**src/rtl/nios2_oci_dct_pkg.sv**
```systemverilog
// Shared definitions for the OCI data-trace packer: atom/word geometry, idle timeout and
// the flush sequencing states.
package nios2_oci_dct_pkg;

  localparam int ATOM_W         = 2;
  localparam int ATOMS_PER_WORD = 15;
  localparam int BUF_W          = ATOM_W * ATOMS_PER_WORD;
  localparam int CNT_W          = 4;
  localparam int FLUSH_TIMEOUT  = 64;
  localparam int TMR_W          = (FLUSH_TIMEOUT > 0) ? $clog2(FLUSH_TIMEOUT + 1) : 1;

  typedef enum logic [1:0] {
    RUN         = 2'd0,
    FLUSH_EMIT  = 2'd1,
    FLUSH_DRAIN = 2'd2,
    DONE        = 2'd3
  } dct_state_e;

endpackage

```
**src/rtl/nios2_oci_dct_idle_timer.sv**
```systemverilog
// Counts idle cycles while a partial word sits in the packing buffer; saturates at the
// timeout so the forced emit can wait for the output register to free up.
module nios2_oci_dct_idle_timer
  import nios2_oci_dct_pkg::*;
(
  input  logic clk,
  input  logic reset_n,
  input  logic clear_i,
  input  logic run_i,
  output logic expire_o
);

  localparam logic [TMR_W-1:0] TERM = TMR_W'(FLUSH_TIMEOUT);

  logic [TMR_W-1:0] cnt_q, cnt_d;

  always_comb begin
    cnt_d = cnt_q;
    if (clear_i) begin
      cnt_d = '0;
    end else if (run_i && (cnt_q != TERM)) begin
      cnt_d = cnt_q + TMR_W'(1);
    end
  end

  always_ff @(posedge clk or negedge reset_n) begin
    if (!reset_n) begin
      cnt_q <= '0;
    end else begin
      cnt_q <= cnt_d;
    end
  end

  // A timeout of zero disables the forced emit entirely.
  assign expire_o = (FLUSH_TIMEOUT != 0) && (cnt_q == TERM);

endmodule

```
**src/rtl/nios2_oci_dct_packer_ctrl.sv**
```systemverilog
// Packs 2-bit trace atoms into 30-bit words, hands them to the trace-word writer and
// sequences the end-of-test flush.
//   state       | meaning
//   RUN         | accepting atoms, full/idle-timeout emits
//   FLUSH_EMIT  | atoms blocked, push out any partial word
//   FLUSH_DRAIN | wait for the writer to take the last word
//   DONE        | one-cycle flush_done pulse
module nios2_oci_dct_packer_ctrl
  import nios2_oci_dct_pkg::*;
(
  input  logic             clk,
  input  logic             reset_n,
  input  logic             trace_enable,
  input  logic             atom_valid,
  input  logic [ATOM_W-1:0] atom_data,
  output logic             atom_ready,
  input  logic             flush_req,
  output logic             tw_valid,
  output logic [BUF_W-1:0] tw_data,
  output logic [CNT_W-1:0] tw_count,
  input  logic             tw_ready,
  output logic [BUF_W-1:0] dct_buffer,
  output logic [CNT_W-1:0] dct_count,
  output logic             flush_done
);

  localparam logic [CNT_W-1:0] MAX_CNT = CNT_W'(ATOMS_PER_WORD);

  dct_state_e       state_q, state_d;
  logic [BUF_W-1:0] buf_q, buf_d;
  logic [CNT_W-1:0] cnt_q, cnt_d;
  logic             tw_valid_q, tw_valid_d;
  logic [BUF_W-1:0] tw_data_q, tw_data_d;
  logic [CNT_W-1:0] tw_count_q, tw_count_d;

  logic load_ok, full, empty, in_run, accept;
  logic emit_full, emit_idle, emit_flush, emit;
  logic tmr_run, tmr_clear, tmr_expire;

  assign load_ok    = !tw_valid_q || tw_ready;
  assign full       = (cnt_q == MAX_CNT);
  assign empty      = (cnt_q == '0);
  assign in_run     = (state_q == RUN);
  assign atom_ready = trace_enable && in_run && (!full || load_ok);
  assign accept     = atom_valid && atom_ready;

  // An idle emit never coincides with an accept: the accept restarts the idle count.
  assign emit_full  = in_run && full && load_ok;
  assign emit_idle  = in_run && tmr_expire && !accept && !empty && !full && load_ok;
  assign emit_flush = (state_q == FLUSH_EMIT) && !empty && load_ok;
  assign emit       = emit_full || emit_idle || emit_flush;

  assign tmr_run    = in_run && !empty && !full && !accept;
  assign tmr_clear  = accept || emit;

  nios2_oci_dct_idle_timer u_idle_timer (
    .clk      (clk),
    .reset_n  (reset_n),
    .clear_i  (tmr_clear),
    .run_i    (tmr_run),
    .expire_o (tmr_expire)
  );

  always_comb begin
    state_d    = state_q;
    flush_done = 1'b0;
    case (state_q)
      RUN:         if (flush_req) state_d = FLUSH_EMIT;
      FLUSH_EMIT:  if (empty || load_ok) state_d = FLUSH_DRAIN;
      FLUSH_DRAIN: if (!tw_valid_q || tw_ready) state_d = DONE;
      DONE: begin
        flush_done = 1'b1;
        state_d    = RUN;
      end
      default:     state_d = RUN;
    endcase
  end

  always_comb begin
    buf_d      = buf_q;
    cnt_d      = cnt_q;
    tw_valid_d = tw_valid_q;
    tw_data_d  = tw_data_q;
    tw_count_d = tw_count_q;
    if (tw_ready) tw_valid_d = 1'b0;
    if (emit) begin
      tw_valid_d = 1'b1;
      tw_data_d  = buf_q;
      tw_count_d = cnt_q;
      buf_d      = '0;
      cnt_d      = '0;
    end
    // Shifting into the already-cleared buffer gives the no-bubble restart after an emit.
    if (accept) begin
      buf_d = {buf_d[BUF_W-ATOM_W-1:0], atom_data};
      cnt_d = cnt_d + CNT_W'(1);
    end
  end

  always_ff @(posedge clk or negedge reset_n) begin
    if (!reset_n) begin
      state_q    <= RUN;
      buf_q      <= '0;
      cnt_q      <= '0;
      tw_valid_q <= 1'b0;
      tw_data_q  <= '0;
      tw_count_q <= '0;
    end else begin
      state_q    <= state_d;
      buf_q      <= buf_d;
      cnt_q      <= cnt_d;
      tw_valid_q <= tw_valid_d;
      tw_data_q  <= tw_data_d;
      tw_count_q <= tw_count_d;
    end
  end

  assign tw_valid   = tw_valid_q;
  assign tw_data    = tw_data_q;
  assign tw_count   = tw_count_q;
  assign dct_buffer = buf_q;
  assign dct_count  = cnt_q;

endmodule
```
**config.mk**
```make
export PLATFORM = sky130hd
export DESIGN_NAME = nios2_oci_dct_packer_ctrl
export DESIGN_NICKNAME = d
export VERILOG_FILES = /design/src/rtl/nios2_oci_dct_pkg.sv /design/src/rtl/nios2_oci_dct_idle_timer.sv /design/src/rtl/nios2_oci_dct_packer_ctrl.sv
export SDC_FILE = /design/constraint.sdc
export NUM_CORES = 1
export LEC_CHECK = 0
export BUFFER_PORTS_ARGS = -buffer_cell sky130_fd_sc_hd__buf_2
export CORE_MARGIN = 4
export CORE_UTILIZATION = 55
export CTS_CLUSTER_DIAMETER = 50
export DETAILED_ROUTE_END_ITERATION = 16
export GPL_TIMING_DRIVEN = 0
export PLACE_DENSITY = 0.86
export SYNTH_ARGS = -nofsm -noshare
export SYNTH_HDL_FRONTEND = slang
export SYNTH_SLANG_ARGS = --single-unit
```
**constraint.sdc**
```tcl
create_clock -name clk -period 2.8 [get_ports clk]
set_input_delay 0.56 -clock clk [delete_from_list [all_inputs] [get_ports clk]]
set_output_delay 0.56 -clock clk [all_outputs]
set_load 0.02 [all_outputs]
```
==> metrics.cfg, run 1 <==
[setup_path]
crit_required_ns = 3.01
endpoint_kind = register
worst_setup_path_start_kind = register
cp.arrival_ns = 2.79
worstPathMaxFanout = 10
crit_type = reg2reg
setup.worst_path.start = state_q[0]$_DFFE_PN0P_
r2r_start = state_q[0]$_DFFE_PN0P_

[detailed_routing]
drc = 0
dr_wl_met2_mm = 5.49
wl_per_cell_um = 18.2
drtPass1Iterations = 5
drtAntennaViolNets = 0
wl_met1_mm = 4.86
vias = 3912
dr.max_layer_used = met4
wl_met3_um = 863
finalWirelength_mm = 11.4
via_per_inst = 6.23
drt_iter0_drc = 417

[clocking]
htreeDepth = 3
clock_path_buffers = 2
cts.sinks = 78
cts_tree = yes
clock_latency_ns = 0.35
ctsResizeCount = 1
ctsHoldBuffers = 0
cts-root-buf = clkbuf_8
numCtsBuffers = 9
clkSlewWorstSetupHoldPaths_ns = 0.07
post_cts_buffers = 0

[place]
gp_congestion = 0.889
dp.cells = 612
dpl_cell_area_um2 = 4780
io_buffers = 78
hpwl_mm = 8.13

[synthesis]
syn_nets = 450
ys_seq_elements = 78
synthArstFlopShare = 1.00
seq_area_frac_synth = 0.461
synth-edff-count = 0
yosysUniqueCellTypes = 41
yosysWarnings = 0
synth_top_flop_cell = dfrtp_1
syn_area_um2 = 4230
syn_inst = 434
syn_avg_cell_area_um2 = 9.76

[floorplanning]
io_pins = 79
initial_core_util = 0.575
rows = 31
die_height_um = 95.7
die_w_um = 95.7
dieArea_um2 = 9170
core_um2 = 7370

[timing]
fin_crit_ns = 2.58
max-slew-margin-rel = 0.474
max_freq_ghz = 0.388
worst_pin_slew_ns = 0.786
hold_viol = 0
rsz0062_at_grt = false
final_max_slew_viol_count = 0
setup_violations = 0
fin_crit_sh = 0.920
fin_worst_skew_ns = 0.00672

[global_routing]
grt_max_degree = 58
overflow = 0
grt_pass1_wl_mm = 18.5
grt_pass1_vias = 3727
antenna_found_initial = 0
grt_usage = 0.260

[layout]
drive_gt1_frac = 0.223
instances_no_fill = 628
nets = 540
antenna_cells = 0
final_area_um2 = 4960
syn_to_final_growth_pct = 17.2

[min_path]
hold_path.class = in2async

[power_and_ir_drop]
max-vdd-ir-drop_uv = 495
power_density_nw_per_um2 = 755
total_leakage_power_nw = 2.37

[job]
maxCapViolations = 0

[run_status]
status = finished, final reports clean

-- logic make-up (layout without fill, tap and decap cells) --
| group | count (synthesis) | in the layout | share of synthesized area |
|---|---|---|---|
| xor gates and xnor gates | 1 | 1 | 0.00207 |
| DFF | 78 | 78 | 0.461 |
| adders and majority gates | 8 | 8 | 0.0236 |
| AOI/OAI and AO/OA | 128 | 128 | 0.213 |
| buffers and inverters | 48 | 143 | 0.0529 |
| and+or+nand+nor | 141 | 141 | 0.176 |
| muxes | 30 | 30 | 0.0712 |
-- where the power goes --
part	total [mW]	switching (mW)	internal [mW]	leakage (nW)
Sequential	1.49	0.192	1.30	1.07
Clock	0.736	0.388	0.348	0.0817
Combinational	1.52	0.962	0.558	1.22
-- cell type report --
cell class,instances,area [um2]
sequential,78,1950
timing repair buffer,79,420
clock inverter,1,5.00
buffer,41,198
inverter,7,26.3
fill,589,2410
tap,99,124
multi-input combinational,308,2080
clock buffer,15,156
-- layout by cell type, fill, tap and decap left out, types with 2 or more instances in the layout --
cell,Yosys,layout
buf_2,17,94
dfrtp_1,78,78
a21oi_1,39,39
nand3_1,39,39
nand2_1,37,37
or3_1,36,36
o211ai_1,33,33
a2bb2oi_1,33,33
mux2i_1,29,29
clkbuf_1,20,25
clkbuf_8,0,10
o21ai_0,9,9
inv_1,7,7
nor2_1,7,7
ha_1,8,7
or4_1,4,4
nor3_1,4,4
and3_1,3,3
buf_4,2,3
nand2b_1,2,2
buf_6,2,2
and3b_1,2,2
o211a_1,2,2
o31ai_1,2,2
-- layer usage --
metal	vias to the layer above	global-route usage
met5	-	0
met4	0	0.109
met3	22	0.0493
met2	196	0.404
met1	1892	0.357
li1	1802	-
-- worst max-delay path, stage by stage (launching register included) --
cell	delay (ns)
dfrtp_1	0.41
inv_1	0.14
ha_2	0.29
and3b_1	0.23
nand4_4	0.22
o21ai_4	0.28
buf_2	0.28
a21oi_1	0.11
ha_1	0.30
nor2_1	0.12
nor3_1	0.06
-- sequential cells by signal (all words and copies together) (netlist names) --
signal and cells:
dct_buffer 30, dct_count 4, state_q 2, tw_count 4, tw_data 30, tw_valid 1, u_idle_timer.cnt_q 7
-- cells in the mapped netlist (2+ instances only) --
master / n / share of area
nor3_1: 4 / 0.0047
buf_2: 17 / 0.020
o21ai_0: 9 / 0.011
o211ai_1: 33 / 0.059
nand3_1: 39 / 0.046
inv_1: 7 / 0.0062
buf_4: 2 / 0.0035
buf_6: 2 / 0.0053
clkbuf_1: 20 / 0.018
ha_1: 8 / 0.024
a2bb2oi_1: 33 / 0.068
and3_1: 3 / 0.0044
mux2i_1: 29 / 0.069
nand2_1: 37 / 0.033
and3b_1: 2 / 0.0041
o21ai_1: 2 / 0.0024
a21oi_1: 39 / 0.046
or4_1: 4 / 0.0071
dfrtp_1: 78 / 0.46
nor2_1: 7 / 0.0062
o31ai_1: 2 / 0.0035
nand2b_1: 2 / 0.0030
o211a_1: 2 / 0.0047
or3_1: 36 / 0.053
-- stage by stage --
stage                     TNS, ns  setup slack, ns   util  hold slack, ns  power [mW]
after floorplan                 0            0.561      -           0.264        2.51
after global placement          0           0.0753  0.644           0.516        2.92
after detailed placement  -0.0902          -0.0902  0.648           0.474        2.99
after CTS                       0          0.00888  0.671           0.101        3.71
after global routing            0           0.0234  0.673           0.110        3.95
final                           0            0.223  0.673          0.0974        3.75
-- worst paths after layout --
check                      slack (ns)  cells past startpoint                        to
min in group clk                 0.48                      3    dct_count[2]$_DFF_PN0_
max reg2reg                      0.22                     10    dct_count[1]$_DFF_PN0_
min                               0.1                      1    state_q[0]$_DFFE_PN0P_
min reg2reg                      0.54                      2   tw_data[15]$_DFFE_PN0P_
max                              0.22                     10    dct_count[1]$_DFF_PN0_
max in group asynchronous        2.14                      2  dct_buffer[14]$_DFF_PN0_
Note: power is estimated with default switching activity, not from simulation.
==> inputs of run 2 (changes only) <==
Settings changed: CELL_PAD_IN_SITES_DETAIL_PLACEMENT from default to 0, CELL_PAD_IN_SITES_GLOBAL_PLACEMENT from default to 1, CORE_UTILIZATION 55 to 43, PLACE_DENSITY 0.86 to 0.87.
==> run 2 against run 1 <==
Global-route usage fell by 4.5 points. Worst setup slack got worse by 0.043 ns. Die area rose by 25%. Core utilization fell by 14 points. Routed wire length rose by 5.0%. Sequential power barely moved. Final cell count rose by 4.8%. Clock skew rose by 0.0051 ns. Critical path depth did not move. Highest routed layer unchanged.
==> metrics.cfg, run 2 (synthesis results as in run 1) <==
[run_status]
status = finished, final reports clean  ; unchanged

[job]
maxCapViolations = 0  ; unchanged

[setup_path]
worst_setup_path_start_kind = register  ; unchanged
crit_top_cell = ha_1
worstPathMaxFanout = 10  ; unchanged
cp.arrival_ns = 2.85  ; was 2.79 ns
endpoint_kind = register  ; unchanged
cp_cell_sequence = inv_1, ha_1, and3b_1, nand4_4, o21ai_4, buf_2, a21oi_1, ha_1, nor2_1, nor3_1  ; was inv_1, ha_2, and3b_1, nand4_4, o21ai_4, buf_2, a21oi_1, ha_1, nor2_1, nor3_1
max_stage_delay_ns = 0.41  ; about the same
crit_type = reg2reg  ; unchanged
cp_slowest_cell = dfrtp_1  ; unchanged
crit_required_ns = 3.03  ; was 3.01 ns

[clocking]
ctsHoldBuffers = 0  ; unchanged
clkSlewWorstSetupHoldPaths_ns = 0.09  ; was 0.07 ns
cts-root-buf = clkbuf_8  ; unchanged
numCtsBuffers = 9  ; unchanged
clock_latency_ns = 0.36  ; was 0.35 ns
cts.sinks = 78  ; unchanged
post_cts_buffers = 0  ; unchanged
clock_path_buffers = 2  ; unchanged
cts_tree = yes  ; unchanged
htreeDepth = 3  ; unchanged

[timing]
rsz0062_at_grt = false  ; unchanged
max_freq_ghz = 0.382  ; was 0.388 GHz
fin_crit_ns = 2.62  ; was 2.58 ns
setup_ws_ns = 0.179  ; was 0.223 ns
max-slew-margin-rel = 0.497  ; was 0.474
worst_pin_slew_ns = 0.751  ; was 0.786 ns
hold_viol = 0  ; unchanged
setup_violations = 0  ; unchanged
final_max_slew_viol_count = 0  ; unchanged
fin_crit_sh = 0.936  ; was 0.920
fin_worst_skew_ns = 0.0118  ; was 0.00672 ns

[floorplanning]
die_w_um = 107  ; was 95.7 um
core_um2 = 9420  ; was 7370 um2
rows = 35  ; was 31
die_height_um = 107  ; was 95.7 um
dieArea_um2 = 11500  ; was 9170 um2
initial_core_util = 0.450  ; was 0.575
io_pins = 79  ; unchanged

[layout]
final_area_um2 = 5040  ; was 4960 um2
antenna_cells = 0  ; unchanged
layout_commonest_cell = buf_2  ; unchanged
nets = 540  ; unchanged
drive_gt1_frac = 0.229  ; was 0.223
final_cell_mix = buf_2 (94), dfrtp_1 (78), a21oi_1 (39), nand3_1 (39), nand2_1 (37)  ; unchanged
syn_to_final_growth_pct = 18.9  ; was 17.2%

[detailed_routing]
dr_wl_met2_mm = 5.72  ; was 5.49 mm
wl_per_cell_um = 18.2  ; about the same
drtPass1Iterations = 7  ; was 5
drt_iter0_drc = 333  ; was 417
finalWirelength_mm = 12.0  ; was 11.4 mm
drc = 0  ; unchanged
drtAntennaViolNets = 0  ; unchanged
via_per_inst = 5.84  ; was 6.23
wl_met1_mm = 5.40  ; was 4.86 mm
dr.max_layer_used = met4  ; unchanged
wl_met3_um = 730  ; was 863 um
vias = 3841  ; was 3912

[global_routing]
grt_max_degree = 59  ; was 58
antenna_found_initial = 0  ; unchanged
grt_pass1_wl_mm = 19.7  ; was 18.5 mm
grt_usage = 0.215  ; was 0.260
grt_pass1_vias = 3724  ; was 3727
overflow = 0  ; unchanged

[place]
gp_congestion = 0.846  ; was 0.889
place_ws_ns = -0.0618  ; was -0.0902 ns
io_buffers = 78  ; unchanged
hpwl_mm = 8.41  ; was 8.13 mm
dpl_cell_area_um2 = 4820  ; was 4780 um2

[power_and_ir_drop]
power_density_nw_per_um2 = 769  ; was 755 nW/um2
combPwrFrac = 0.391  ; was 0.406
clock_power_share = 0.225  ; was 0.197
power_frac_seq = 0.385  ; was 0.398
total_leakage_power_nw = 2.38  ; was 2.37 nW
p_switching_mw = 1.58  ; was 1.54 mW
p_int_mw = 2.29  ; was 2.20 mW
max-vdd-ir-drop_uv = 365  ; was 495 uV
swShare = 0.409  ; was 0.412

[min_path]
hold_path.class = in2async  ; unchanged

## run 2: power groups by stage
stage	clock, mW	sequential, mW	combinational, mW
floorplan	0	1.63	0.880
global placement	0	1.50	1.46
detailed placement	0	1.51	1.50
CTS	0.879	1.49	1.50
global route	0.925	1.51	1.64
finish	0.871	1.49	1.51
## run 2: through the flow
step	utilization	setup TNS [ns]	cells	power (mW)	hold slack [ns]
after CTS	0.533	0	658	3.87	0.0901
after global routing	0.535	0	658	4.08	0.110
after global placement	0.508	-0.00972	641	2.96	0.516
after detailed placement	0.511	-0.0674	642	3.00	0.475
final	0.535	0	658	3.87	0.0837
after floorplan	-	0	434	2.51	0.264
## run 2: layout make-up
class,count,area [um2]
Inverter,7,26.3
Sequential cell,78,1950
Clock buffer,11,141
Tap cell,129,161
Buffer,41,198
Clock inverter,5,58.8
Multi-Input combinational cell,308,2080
Timing Repair Buffer,79,420
Fill cell,894,4380
## run 2: worst max-delay path: cells and delay by family (launching register included)
| kind | cells | cell delay, ns |
|---|---|---|
| AND/OR/NAND/NOR | 4 | 0.65 |
| buffers and inverters | 2 | 0.40 |
| AO/OA/AOI/OAI | 2 | 0.40 |
| adder cells (fa/ha/maj) | 2 | 0.62 |
| flip-flops | 1 | 0.41 |
## run 2: final timing paths
check,startpoint,to,slack (ns),cells after the start
worst max register to register,state_q[0]$_DFFE_PN0P_,dct_count[1]$_DFF_PN0_,0.18,10
min in group clk,atom_valid,dct_count[2]$_DFF_PN0_,0.46,3
worst max-delay path,state_q[0]$_DFFE_PN0P_,dct_count[1]$_DFF_PN0_,0.18,10
worst min-delay path,reset_n,dct_buffer[16]$_DFF_PN0_,0.08,1
max in group asynchronous,reset_n,dct_buffer[4]$_DFF_PN0_,2.13,2
worst min register to register,tw_data[26]$_DFFE_PN0P_,tw_data[26]$_DFFE_PN0P_,0.54,2
## run 2: routing by layer
metal  up-vias  track usage
met1      1911        0.304
met4         0       0.0667
li1       1802            -
met2       116        0.340
met3        12       0.0325
met5         -            0
## run 2: repair_timing
item                                    in CTS  in global routing
pin swaps                                    0                  0
endpoints found under the setup margin       2                  2
resized for setup                            1                  2
==> inputs of run 3 (changes only) <==
Settings changed: CELL_PAD_IN_SITES_DETAIL_PLACEMENT 0 to 1.
==> run 3 against run 2 <==
Clock power shrank 4.1%. Final area shrank 0.20%. Sequential share of layout area grew 0.077 points. Final cell count shrank 0.15%. Flip-flop and latch count is the same. Routed wire length grew 8.3%. Worst setup slack gained 0.028 ns. Maximum frequency grew 1.1%. Critical endpoint unchanged. Largest cell class unchanged. Largest power group unchanged. Highest routed layer unchanged.
==> metrics.cfg, run 3 (synthesis results as in run 1) <==
[power_and_ir_drop]
max-vdd-ir-drop_uv = 376  ; was 365 uV
clock_power_share = 0.215  ; was 0.225
swShare = 0.418  ; was 0.409
power_density_nw_per_um2 = 773  ; was 769 nW/um2
p_switching_mw = 1.63  ; was 1.58 mW
total_leakage_power_nw = 2.38  ; about the same
p_int_mw = 2.26  ; was 2.29 mW
power_frac_seq = 0.385  ; about the same
combPwrFrac = 0.400  ; was 0.391

[place]
dpl_cell_area_um2 = 4820  ; unchanged
gp_congestion = 0.846  ; unchanged
io_buffers = 78  ; unchanged
hpwl_mm = 9.15  ; was 8.41 mm

[clocking]
cts_tree = yes  ; unchanged
ctsHoldBuffers = 0  ; unchanged
cts-root-buf = clkbuf_8  ; unchanged
cts.sinks = 78  ; unchanged
clkSlewWorstSetupHoldPaths_ns = 0.08  ; was 0.09 ns
clock_latency_ns = 0.36  ; about the same
numCtsBuffers = 9  ; unchanged
clock_path_buffers = 2  ; unchanged
htreeDepth = 3  ; unchanged

[layout]
final_cell_mix = buf_2 (94), dfrtp_1 (78), a21oi_1 (39), nand3_1 (39), nand2_1 (37)  ; unchanged
drive_gt1_frac = 0.231  ; was 0.229
layout_commonest_cell = buf_2  ; unchanged
antenna_cells = 0  ; unchanged
nets = 540  ; unchanged
syn_to_final_growth_pct = 18.7  ; was 18.9%
final_util = 0.534  ; was 0.535
final_area_um2 = 5030  ; was 5040 um2

[detailed_routing]
wl_per_cell_um = 19.8  ; was 18.2 um
wl_met1_mm = 5.66  ; was 5.40 mm
vias = 3905  ; was 3841
finalWirelength_mm = 13.0  ; was 12.0 mm
drc = 0  ; unchanged
drt_iter0_drc = 181  ; was 333
drtPass1Iterations = 4  ; was 7
via_per_inst = 5.94  ; was 5.84
drtAntennaViolNets = 0  ; unchanged
wl_met3_um = 626  ; was 730 um
dr_wl_met2_mm = 6.46  ; was 5.72 mm
dr.max_layer_used = met4  ; unchanged

[setup_path]
r2r-end = dct_count[1]$_DFF_PN0_  ; unchanged
crit_required_ns = 3.02  ; was 3.03 ns
r2r_slack_ns = 0.21  ; was 0.18 ns
critPathCapture = dct_count[1]$_DFF_PN0_  ; unchanged
r2r_start = state_q[0]$_DFFE_PN0P_  ; unchanged
setup.worst_path.start = state_q[0]$_DFFE_PN0P_  ; unchanged
crit_type = reg2reg  ; unchanged
worstPathMaxFanout = 10  ; unchanged
reg2reg_depth = 10  ; unchanged
worst_setup_path_start_kind = register  ; unchanged
endpoint_kind = register  ; unchanged
cp.arrival_ns = 2.82  ; was 2.85 ns

[floorplanning]
initial_core_util = 0.450  ; unchanged
core_um2 = 9420  ; unchanged
die_height_um = 107  ; unchanged
die_w_um = 107  ; unchanged
dieArea_um2 = 11500  ; unchanged
io_pins = 79  ; unchanged
rows = 35  ; unchanged

[timing]
max_freq_ghz = 0.386  ; was 0.382 GHz
fin_crit_ns = 2.59  ; was 2.62 ns
max-slew-margin-rel = 0.400  ; was 0.497
fin_worst_skew_ns = 0.00884  ; was 0.0118 ns
final_max_slew_viol_count = 0  ; unchanged
setup_violations = 0  ; unchanged
fin_crit_sh = 0.926  ; was 0.936
rsz0062_at_grt = false  ; unchanged
hold_viol = 0  ; unchanged
worst_pin_slew_ns = 0.896  ; was 0.751 ns

[min_path]
hold_path.class = in2async  ; unchanged

[global_routing]
overflow = 0  ; unchanged
antenna_found_initial = 0  ; unchanged
grt_pass1_vias = 4116  ; was 3724
grt_usage = 0.235  ; was 0.215
grt_pass1_wl_mm = 21.6  ; was 19.7 mm
grt_max_degree = 59  ; unchanged

[job]
maxCapViolations = 0  ; unchanged

[run_status]
status = finished, final reports clean  ; unchanged

run 3: routing by layer:
layer,vias up,track usage
li1,1801,-
met1,1977,0.313
met2,109,0.389
met3,18,0.0337
met4,0,0.0877
met5,-,0
run 3: metrics by stage:
stage          hold slack [ns]  power, mW   TNS, ns  setup slack (ns)  instances
2_1_floorplan            0.264       2.51         0             0.561        434
3_3_place_gp             0.516       2.96  -0.00972          -0.00972        641
3_5_place_dp             0.474       3.03    -0.146           -0.0940        642
4_1_cts                 0.0866       3.89         0            0.0394        657
5_1_grt                  0.103       4.10         0            0.0315        657
6_report                0.0832       3.89         0             0.207        657
run 3: layout make-up:
class | count | area, um2
Clock buffer | 9 | 124
Inverter | 7 | 26.3
Sequential cell | 78 | 1950
Buffer | 41 | 198
Clock inverter | 6 | 63.8
Fill cell | 1111 | 4390
Timing Repair Buffer | 79 | 420
Multi-Input combinational cell | 308 | 2080
Tap cell | 129 | 161
run 3: how the worst min path moves through the flow:
| stage | endpoint | startpoint | slack (ns) |
|---|---|---|---|
| floorplan | dct_buffer[0]$_DFF_PN0_ | reset_n | 0.26 |
| global placement | tw_data[15]$_DFFE_PN0P_ | tw_data[15]$_DFFE_PN0P_ | 0.52 |
| detailed placement | dct_buffer[5]$_DFF_PN0_ | reset_n | 0.47 |
| CTS | dct_buffer[13]$_DFF_PN0_ | reset_n | 0.09 |
| global route | dct_buffer[16]$_DFF_PN0_ | reset_n | 0.10 |
| finish | dct_buffer[16]$_DFF_PN0_ | reset_n | 0.08 |
run 3: critical path: stages, from the launching register on:
cell and delay (ns):
dfrtp_1 0.41, inv_1 0.15, ha_2 0.29, and3b_1 0.24, nand4_4 0.22, o21ai_4 0.29
buf_2 0.27, a21oi_1 0.11, ha_1 0.30, nor2_1 0.12, nor3_1 0.06
run 3: power by group through the flow:
stage	Combinational [mW]	Clock, mW	Sequential (mW)
floorplan	0.880	0	1.63
CTS	1.55	0.849	1.49
detailed placement	1.52	0	1.51
global route	1.68	0.895	1.52
global placement	1.46	0	1.50
finish	1.55	0.835	1.50
run 3: timing repair:
action,in CTS,in global routing
resized for setup,2,2
setup buffers,0,0
endpoints found under the setup margin,2,2
pin swaps,0,1
